### config.mk
export PLATFORM = sky130hd
export DESIGN_NAME = jellyvl_etherneco_synctimer_master_core
export DESIGN_NICKNAME = d
export VERILOG_FILES = /design/src/rtl/jellyvl_etherneco_synctimer_pkg.sv /design/src/rtl/jellyvl_etherneco_synctimer_master_tx.sv /design/src/rtl/jellyvl_etherneco_synctimer_master_core.sv
export SDC_FILE = /design/constraint.sdc
export NUM_CORES = 2
export LEC_CHECK = 0
export BUFFER_PORTS_ARGS = -buffer_cell sky130_fd_sc_hd__buf_2
export CORE_AREA = 2 2 211 420
export CTS_CLUSTER_DIAMETER = 120
export DETAILED_ROUTE_END_ITERATION = 10
export DIE_AREA = 0 0 213 422
export SLEW_MARGIN = 10
export SYNTH_ARGS = -nofsm -noshare
export SYNTH_HDL_FRONTEND = slang
export SYNTH_SLANG_ARGS = --single-unit
### constraint.sdc
create_clock -name clk -period 12.54 [get_ports clk]
set_input_delay 1.881 -clock clk [delete_from_list [all_inputs] [get_ports clk]]
set_output_delay 1.881 -clock clk [all_outputs]
set_load 0.02 [all_outputs]
### src/rtl/jellyvl_etherneco_synctimer_pkg.sv
// Purpose: shared types and constants for the etherneco sync-timer master.
// Latency: n/a (declarations only).
// Backpressure: n/a.
package jellyvl_etherneco_synctimer_pkg;

  localparam int CMD_HDR_LEN  = 9;  // flag byte + 8 time bytes
  localparam int OFFSET_BYTES = 4;  // bytes per offset / elapsed entry

  typedef logic [3:0][7:0] t_offset;  // 32-bit value, byte addressable
  typedef logic [7:0][7:0] t_time;    // 64-bit time, byte addressable

  typedef enum logic [1:0] {
    ST_IDLE,
    ST_SEND,
    ST_WAIT_RES,
    ST_CALC
  } t_state;

endpackage

### src/rtl/jellyvl_etherneco_synctimer_master_tx.sv
// Purpose: serialises one command packet of len bytes onto a valid/ready byte stream.
// Latency: first byte valid the cycle after start; one byte per accepted handshake.
// Backpressure: pos/first/last/data held while m_cmd_valid && !m_cmd_ready.
//
// Ports: start/len load a packet; byte_pos/byte_data fetch the byte for the
// current position from the parent; done pulses (comb) on the last handshake.
module jellyvl_etherneco_synctimer_master_tx (
  input  logic        clk,
  input  logic        reset_n,
  input  logic        start,
  input  logic [15:0] len,
  output logic [15:0] byte_pos,
  input  logic [7:0]  byte_data,
  output logic        done,
  output logic        m_cmd_first,
  output logic        m_cmd_last,
  output logic [15:0] m_cmd_pos,
  output logic [7:0]  m_cmd_data,
  output logic        m_cmd_valid,
  input  logic        m_cmd_ready
);

  logic [15:0] pos_q;
  logic [15:0] last_pos_q;
  logic        vld_q;

  always_ff @(posedge clk) begin
    if (!reset_n) begin
      vld_q      <= 1'b0;
      pos_q      <= 16'd0;
      last_pos_q <= 16'd0;
    end else if (start && !vld_q) begin
      vld_q      <= 1'b1;
      pos_q      <= 16'd0;
      last_pos_q <= len - 16'd1;
    end else if (vld_q && m_cmd_ready) begin
      if (pos_q == last_pos_q) begin
        vld_q <= 1'b0;
      end else begin
        pos_q <= pos_q + 16'd1;
      end
    end
  end

  // Data is looked up from pos_q, which only moves on a handshake, and the
  // parent's sources are frozen during SEND, so the byte is stable while stalled.
  assign byte_pos    = pos_q;
  assign m_cmd_pos   = pos_q;
  assign m_cmd_data  = byte_data;
  assign m_cmd_first = (pos_q == 16'd0);
  assign m_cmd_last  = (pos_q == last_pos_q);
  assign m_cmd_valid = vld_q;
  assign done        = vld_q && m_cmd_ready && m_cmd_last;

endmodule

### src/rtl/jellyvl_etherneco_synctimer_master_core.sv
// Purpose: sync-timer master; sends time+offset command, measures round trip, updates offset table.
// Latency: SEND starts 1 cycle after start; CALC takes node_count cycles after last response byte.
// Backpressure: command stream stalls on m_cmd_ready; response stream is never backpressured.
//
// Ports: start/start_renew/start_correct/node_count/current_time sampled in IDLE;
// m_cmd_* command byte stream out; s_res_*/res_rx_error response stream in;
// busy, monitor_round_trip, monitor_done status out.
// Option: define JELLYVL_SYNCTIMER_MASTER_LPF_EN to low-pass filter offset updates.
module jellyvl_etherneco_synctimer_master_core
  import jellyvl_etherneco_synctimer_pkg::*;
#(
  parameter int TIMER_WIDTH = 64,
  parameter int MAX_NODES   = 8
) (
  input  logic                   clk,
  input  logic                   reset_n,
  input  logic [TIMER_WIDTH-1:0] current_time,
  input  logic [7:0]             node_count,
  input  logic                   start,
  input  logic                   start_renew,
  input  logic                   start_correct,
  output logic                   busy,
  output logic                   m_cmd_first,
  output logic                   m_cmd_last,
  output logic [15:0]            m_cmd_pos,
  output logic [7:0]             m_cmd_data,
  output logic                   m_cmd_valid,
  input  logic                   m_cmd_ready,
  input  logic                   s_res_first,
  input  logic                   s_res_last,
  input  logic [15:0]            s_res_pos,
  input  logic [7:0]             s_res_data,
  input  logic                   s_res_valid,
  input  logic                   res_rx_error,
  output logic [31:0]            monitor_round_trip,
  output logic                   monitor_done
);

  localparam int IDX_W = (MAX_NODES > 1) ? $clog2(MAX_NODES) : 1;

  t_state                        state;
  logic                          renew_q;
  logic                          correct_q;
  t_time                         time_q;
  logic [7:0]                    node_cnt_q;
  logic [31:0]                   t_send;
  logic [31:0]                   t_ret;
  logic [7:0]                    calc_idx;
  t_offset [MAX_NODES-1:0]       offset_tbl;
  t_offset [MAX_NODES-1:0]       elapsed;

  // Out-of-range counts are clamped so table indices always stay in bounds.
  logic [7:0] cnt_in;
  always_comb begin
    cnt_in = node_count;
    if (node_count == 8'd0) begin
      cnt_in = 8'd1;
    end else if (node_count > 8'(MAX_NODES)) begin
      cnt_in = 8'(MAX_NODES);
    end
  end

  logic        tx_start;
  logic [15:0] tx_len;
  logic [15:0] tx_pos;
  logic [15:0] tx_rel;
  logic [7:0]  tx_byte;
  logic        tx_done;
  logic [IDX_W-1:0] tx_node;

  assign tx_start = (state == ST_IDLE) && start;
  assign tx_len   = 16'(CMD_HDR_LEN) + 16'(cnt_in) * 16'(OFFSET_BYTES);
  assign tx_rel   = tx_pos - 16'(CMD_HDR_LEN);
  assign tx_node  = IDX_W'(tx_rel >> 2);

  always_comb begin
    tx_byte = 8'h00;
    if (tx_pos == 16'd0) begin
      tx_byte = {6'b0, renew_q, correct_q};
    end else if (tx_pos < 16'(CMD_HDR_LEN)) begin
      tx_byte = time_q[3'(tx_pos[2:0] - 3'd1)];  // pos 1..8 -> time byte 0..7
    end else begin
      tx_byte = offset_tbl[tx_node][tx_rel[1:0]];
    end
  end

  jellyvl_etherneco_synctimer_master_tx u_tx (
    .clk         (clk),
    .reset_n     (reset_n),
    .start       (tx_start),
    .len         (tx_len),
    .byte_pos    (tx_pos),
    .byte_data   (tx_byte),
    .done        (tx_done),
    .m_cmd_first (m_cmd_first),
    .m_cmd_last  (m_cmd_last),
    .m_cmd_pos   (m_cmd_pos),
    .m_cmd_data  (m_cmd_data),
    .m_cmd_valid (m_cmd_valid),
    .m_cmd_ready (m_cmd_ready)
  );

  // Response bytes in the offset area carry each node's elapsed time.
  logic [15:0]      res_rel;
  logic [IDX_W-1:0] res_node;
  logic             res_hit;
  assign res_rel  = s_res_pos - 16'(CMD_HDR_LEN);
  assign res_node = IDX_W'(res_rel >> 2);
  assign res_hit  = (s_res_pos >= 16'(CMD_HDR_LEN)) && ((res_rel >> 2) < 16'(node_cnt_q));

  logic [IDX_W-1:0] calc_ptr;
  logic [31:0]      round_trip;
  logic [31:0]      calc_new;
  logic [31:0]      offset_wr;
  assign calc_ptr   = IDX_W'(calc_idx);
  assign round_trip = t_ret - t_send;
  assign calc_new   = (round_trip - elapsed[calc_ptr]) >> 1;

`ifdef JELLYVL_SYNCTIMER_MASTER_LPF_EN
  // Step kept in its own signed signal so the shift stays arithmetic.
  logic [31:0]        lpf_diff;
  logic signed [31:0] lpf_step;
  assign lpf_diff  = calc_new - offset_tbl[calc_ptr];
  assign lpf_step  = $signed(lpf_diff) >>> 2;
  assign offset_wr = offset_tbl[calc_ptr] + lpf_step;
`else
  assign offset_wr = calc_new;
`endif

  always_ff @(posedge clk) begin
    if (!reset_n) begin
      state              <= ST_IDLE;
      busy               <= 1'b0;
      monitor_done       <= 1'b0;
      monitor_round_trip <= 32'd0;
      renew_q            <= 1'b0;
      correct_q          <= 1'b0;
      time_q             <= '0;
      node_cnt_q         <= 8'd1;
      t_send             <= 32'd0;
      t_ret              <= 32'd0;
      calc_idx           <= 8'd0;
      offset_tbl         <= '0;
      elapsed            <= '0;
    end else begin
      monitor_done <= 1'b0;
      case (state)
        ST_IDLE: begin
          if (start) begin
            time_q     <= t_time'(current_time);
            renew_q    <= start_renew;
            correct_q  <= start_correct;
            node_cnt_q <= cnt_in;
            busy       <= 1'b1;
            state      <= ST_SEND;
          end
        end
        ST_SEND: begin
          if (m_cmd_valid && m_cmd_ready && m_cmd_first) begin
            t_send <= current_time[31:0];
          end
          if (tx_done) begin
            state <= ST_WAIT_RES;
          end
        end
        ST_WAIT_RES: begin
          if (res_rx_error) begin
            busy  <= 1'b0;
            state <= ST_IDLE;
          end else if (s_res_valid) begin
            if (s_res_first) begin
              t_ret <= current_time[31:0];
            end
            if (res_hit) begin
              elapsed[res_node][res_rel[1:0]] <= s_res_data;
            end
            if (s_res_last) begin
              calc_idx <= 8'd0;
              state    <= ST_CALC;
            end
          end
        end
        ST_CALC: begin
          offset_tbl[calc_ptr] <= offset_wr;
          calc_idx             <= calc_idx + 8'd1;
          if (calc_idx == node_cnt_q - 8'd1) begin
            monitor_round_trip <= round_trip;
            monitor_done       <= 1'b1;
            busy               <= 1'b0;
            state              <= ST_IDLE;
          end
        end
        default: begin
          busy  <= 1'b0;
          state <= ST_IDLE;
        end
      endcase
    end
  end

endmodule

==> flow_summary_export.csv <==
group,metric,value,unit
logic_synthesis,post_synth_and_or_nand_nor_area_fraction,19.1,%
pwr,share_clk_of_total_power,40.9,%
critical_path,critical_path.n_buffers_inverters,5,
critical_path,worst-r2r-cell-count,20,
floorplanning,dieWidth,213,um
sta,clock_skew,23.8,ps
cts,cts_post_setup_buffers_inserted,0,
routing,ant_nets,0,
place,dpl.hpwl,78.4,mm
sta,timing.fmax,0.131,GHz
final_layout,drive_above_1_share,13.7,%
routing,drc,0,
pwr,power_report.internal_total,3860,uW
routing,drt-wirelength-per-cell,21.5,um
final_layout,final_cell_area,38500,sq um
logic_synthesis,synth_xor_area_share,3.13,%
pwr,combinationalPowerShare,17.7,%
logic_synthesis,yosys-mux-area-fraction,14.3,%
sta,setup-tns-final,0,ps
pwr,switching_power,1670,uW
logic_synthesis,synth_flop_cell,"sky130_fd_sc_hd__dfxtp_1",
logic_synthesis,synth_adder_area_share,2.72,%
global_route,met1_track_usage_gr,26.9,%
critical_path,critPathMaxStageDelay,680,ps
global_route,first_global_vias,28500,
logic_synthesis,synth.yosys.seq_area_share,41.5,%
logic_synthesis,synth_async_sr_flop_share,0,%
floorplanning,core_area,86700,sq um
pwr,total_leakage_power,0.0134,uW
logic_synthesis,area_leader_netlist,"sky130_fd_sc_hd__dfxtp_1",
critical_path,cpMostUsedCell,"sky130_fd_sc_hd__buf_4",
cts,cts-buffers-inserted,69,
logic_synthesis,netlist_instances,4007,
critical_path,worstReg2RegStart,"t_ret[0]",
floorplanning,design.die.area,89900,sq um
critical_path,cp-start-kind,"register",
cts,cts_tree,"yes",
logic_synthesis,number_of_nets_in_the_synthesized_netlist,4180,
cts,cts.hold.buffers_added,0,
sta,setup_viol,0,
pwr,switching_share,30.3,%
sta,slew_violations,0,
global_route,number_of_antenna_violations_at_the_first_check_in_global_routing,2,
routing,routed-via-count,29000,
logic_synthesis,synth.avg_cell_area,8.57,sq um
sta,maxSlewHeadroom,18.7,%
sta,rsz0062_at_grt,"false",
place,postPlaceCellArea,36000,sq um
sta,tightest_slew,1210,ps
critical_path,critPathRequiredTime,10660,ps
global_route,global_route.usage.met3,3.59,%
routing,drtPass1Iterations,5,
critical_path,path_cells,"buf_4 -> inv_1 -> ha_1 -> xnor2_2 -> buf_4 -> buf_4 -> mux4_2 -> mux4_2 -> mux2i_1 -> a211oi_1 -> buf_2",
sta,timing.hold.ws,446,ps
logic_synthesis,synth_cell_type_count,98,
critical_path,worst_ep_arrival_time,5720,ps
critical_path,kind_of_cell_with_the_highest_combined_delay_on_the_critical_path,"buffers and inverters",
pwr,seqPwrFrac,41.4,%
floorplanning,io-pin-count,167,
floorplanning,fp.dieH,422,um
hold_path,worstHoldStart,"elapsed[141]",
routing,drt-vias-per-instance,5.54,
cts,post_cts_resized,0,
routing,drt_wl_total,113,mm
cts,cts_buffer_depth,3,
critical_path,criticalPathCategory,"register to primary output",
place,gp_routability_congestion,0.886,
final_layout,layout_commonest_cell,"sky130_fd_sc_hd__nand2_1",
outcome,run_status,"finished clean",
critical_path,critPathCaptureType,"primary output",
floorplanning,start_util,39.6,%
logic_synthesis,area_share_of_the_largest_cell_type_after_synthesis,41.5,%
global_route,gr-max-usage-layer,"met2",
place,place_inst,5119,
logic_synthesis,yosysWarningCount,0,
logic_synthesis,synth-compound-area-share,15.4,%
logic_synthesis,ys_seq_elements,712,
hold_path,timing.hold.worst.class,"register to register",
logic_synthesis,synth.cell_area,34300,sq um
global_route,grt_pass1_wl,171,mm
hold_path,worst_hold_path.num_cells,2,
logic_synthesis,netlist_top_cells_area,"sky130_fd_sc_hd__dfxtp_1 (42%), sky130_fd_sc_hd__nand2_1 (11%), sky130_fd_sc_hd__mux4_2 (9.8%)",
cts,cts_htree_levels,3,
final_layout,layout.nets,4201,
global_route,grt_start_max_net_pins,159,
final_layout,final_cell_mix,"sky130_fd_sc_hd__nand2_1 (1024), sky130_fd_sc_hd__dfxtp_1 (708), sky130_fd_sc_hd__a21oi_1 (557)",
pwr,pwr_density_cell,144,nW/um^2
cts,cts.sink_count,712,
place,numPortBuffers,166,
critical_path,maximum_net_fanout_on_the_critical_path,41,
critical_path,timing.critical_path.slowest_stage_cell,"sky130_fd_sc_hd__buf_4",
sta,finalHoldViolCount,0,
floorplanning,placementRows,153,
final_layout,layout.cells.non_filler,5247,
logic_synthesis,synth-edff-count,0,
sta,final_critical_path_time_including_i_o_delays_and_setup,7610,ps
sta,fin_crit_sh,60.7,%
pwr,power.ir.vdd_worst,0.111,mV
routing,drtIter0Drc,2223,
cts,clk_tree_root_cell,"sky130_fd_sc_hd__clkbuf_16",
cts,clock_insertion_delay_worst_skew,660,ps
critical_path,crit_cells,11,
final_layout,flow.area_growth_from_synthesis,12.0,%
global_route,groute.usage.overall,25.0,%
global_route,met2_usage,45.3,%
global_route,gr-total-overflow,0,
cts,worst_setup_hold_path_clk_slew,60,ps
critical_path,timing.critical_path.from,"u_tx.byte_pos[0]",
flow_run,drv_cap,0,
logic_synthesis,dominant_combinational_cell_family_by_area_after_synthesis,"simple AND/OR/NAND/NOR gates",
-- layout make-up --
class	count	area (sq um)
antenna	2	5.00
clock buffer	97	1960
clock inverter	29	454
fill	8526	48300
inverter	72	278
multi-input combinational	2964	18900
sequential	712	14300
tap	1162	1450
timing repair buffer	209	1150
-- power by group through the flow --
stage | Clock, uW | Sequential, uW | Combinational (uW)
floorplan | 0 | 2340 | 633
finish | 2260 | 2290 | 977
global route | 2390 | 2290 | 1040
detailed placement | 0 | 2340 | 969
global placement | 0 | 2340 | 963
CTS | 2300 | 2290 | 973
-- Yosys cell counts, types with 17 or more instances --
cell type                  count
sky130_fd_sc_hd__a211oi_1     74
sky130_fd_sc_hd__and2_1       27
sky130_fd_sc_hd__nand3_1      49
sky130_fd_sc_hd__dfxtp_1     712
sky130_fd_sc_hd__inv_1        70
sky130_fd_sc_hd__clkbuf_1    215
sky130_fd_sc_hd__xor2_1       48
sky130_fd_sc_hd__nor2_1      350
sky130_fd_sc_hd__nand2b_1     17
sky130_fd_sc_hd__o21ai_0      63
sky130_fd_sc_hd__nor2b_1      22
sky130_fd_sc_hd__nor3_1       33
sky130_fd_sc_hd__xnor2_1      53
sky130_fd_sc_hd__a21o_1       22
sky130_fd_sc_hd__nand2_1    1028
sky130_fd_sc_hd__ha_1         65
sky130_fd_sc_hd__mux4_2      150
sky130_fd_sc_hd__buf_2        21
sky130_fd_sc_hd__o21a_1       35
sky130_fd_sc_hd__mux2i_1     126
sky130_fd_sc_hd__a21oi_1     557
-- worst min-delay path: cells and delay by family (launching register included) --
kind	cells	cell delay, ps
flip-flops	1	300
AND/OR/NAND/NOR	1	50
AO/OA/AOI/OAI	1	50
-- metrics by stage --
step / total power [uW] / worst slack [ps] / util (%)
3_5_place_dp: 3310 / 5540 / 41.5
5_1_grt: 5720 / 4630 / 44.3
2_1_floorplan: 2970 / 5920 / -
4_1_cts: 5560 / 4820 / 44.3
6_report: 5530 / 4930 / 44.3
3_3_place_gp: 3310 / 5610 / 41.5
-- cells by family after synthesis --
family	Yosys count
AOI/OAI and AO/OA	883
xor gates and xnor gates	111
adders and majority gates	75
buffers and inverters	331
DFF	712
muxes	291
and+or+nand+nor	1604
-- worst paths after layout --
kind	slack, ps	to
min	450	elapsed[141]
min reg2reg	450	elapsed[141]
max reg2reg	6330	offset_tbl[118]
max	4930	m_cmd_data[6]
-- registers in the layout, indices dropped and copies added (netlist names), 2 cells and up --
signal / count
calc_idx: 8
elapsed: 256
monitor_round_trip: 32
node_cnt_q: 8
offset_tbl: 248
state: 2
t_ret: 32
t_send: 32
time_q: 64
u_tx.byte_pos: 16
u_tx.last_pos_q: 9
-- layer usage --
metal  up-vias  wire [um]
li1      13900          -
met1     14000      41300
met2       881      58800
met3       249       6000
met4         2       6980
met5         -         13
(Power assumes the default switching activity.)
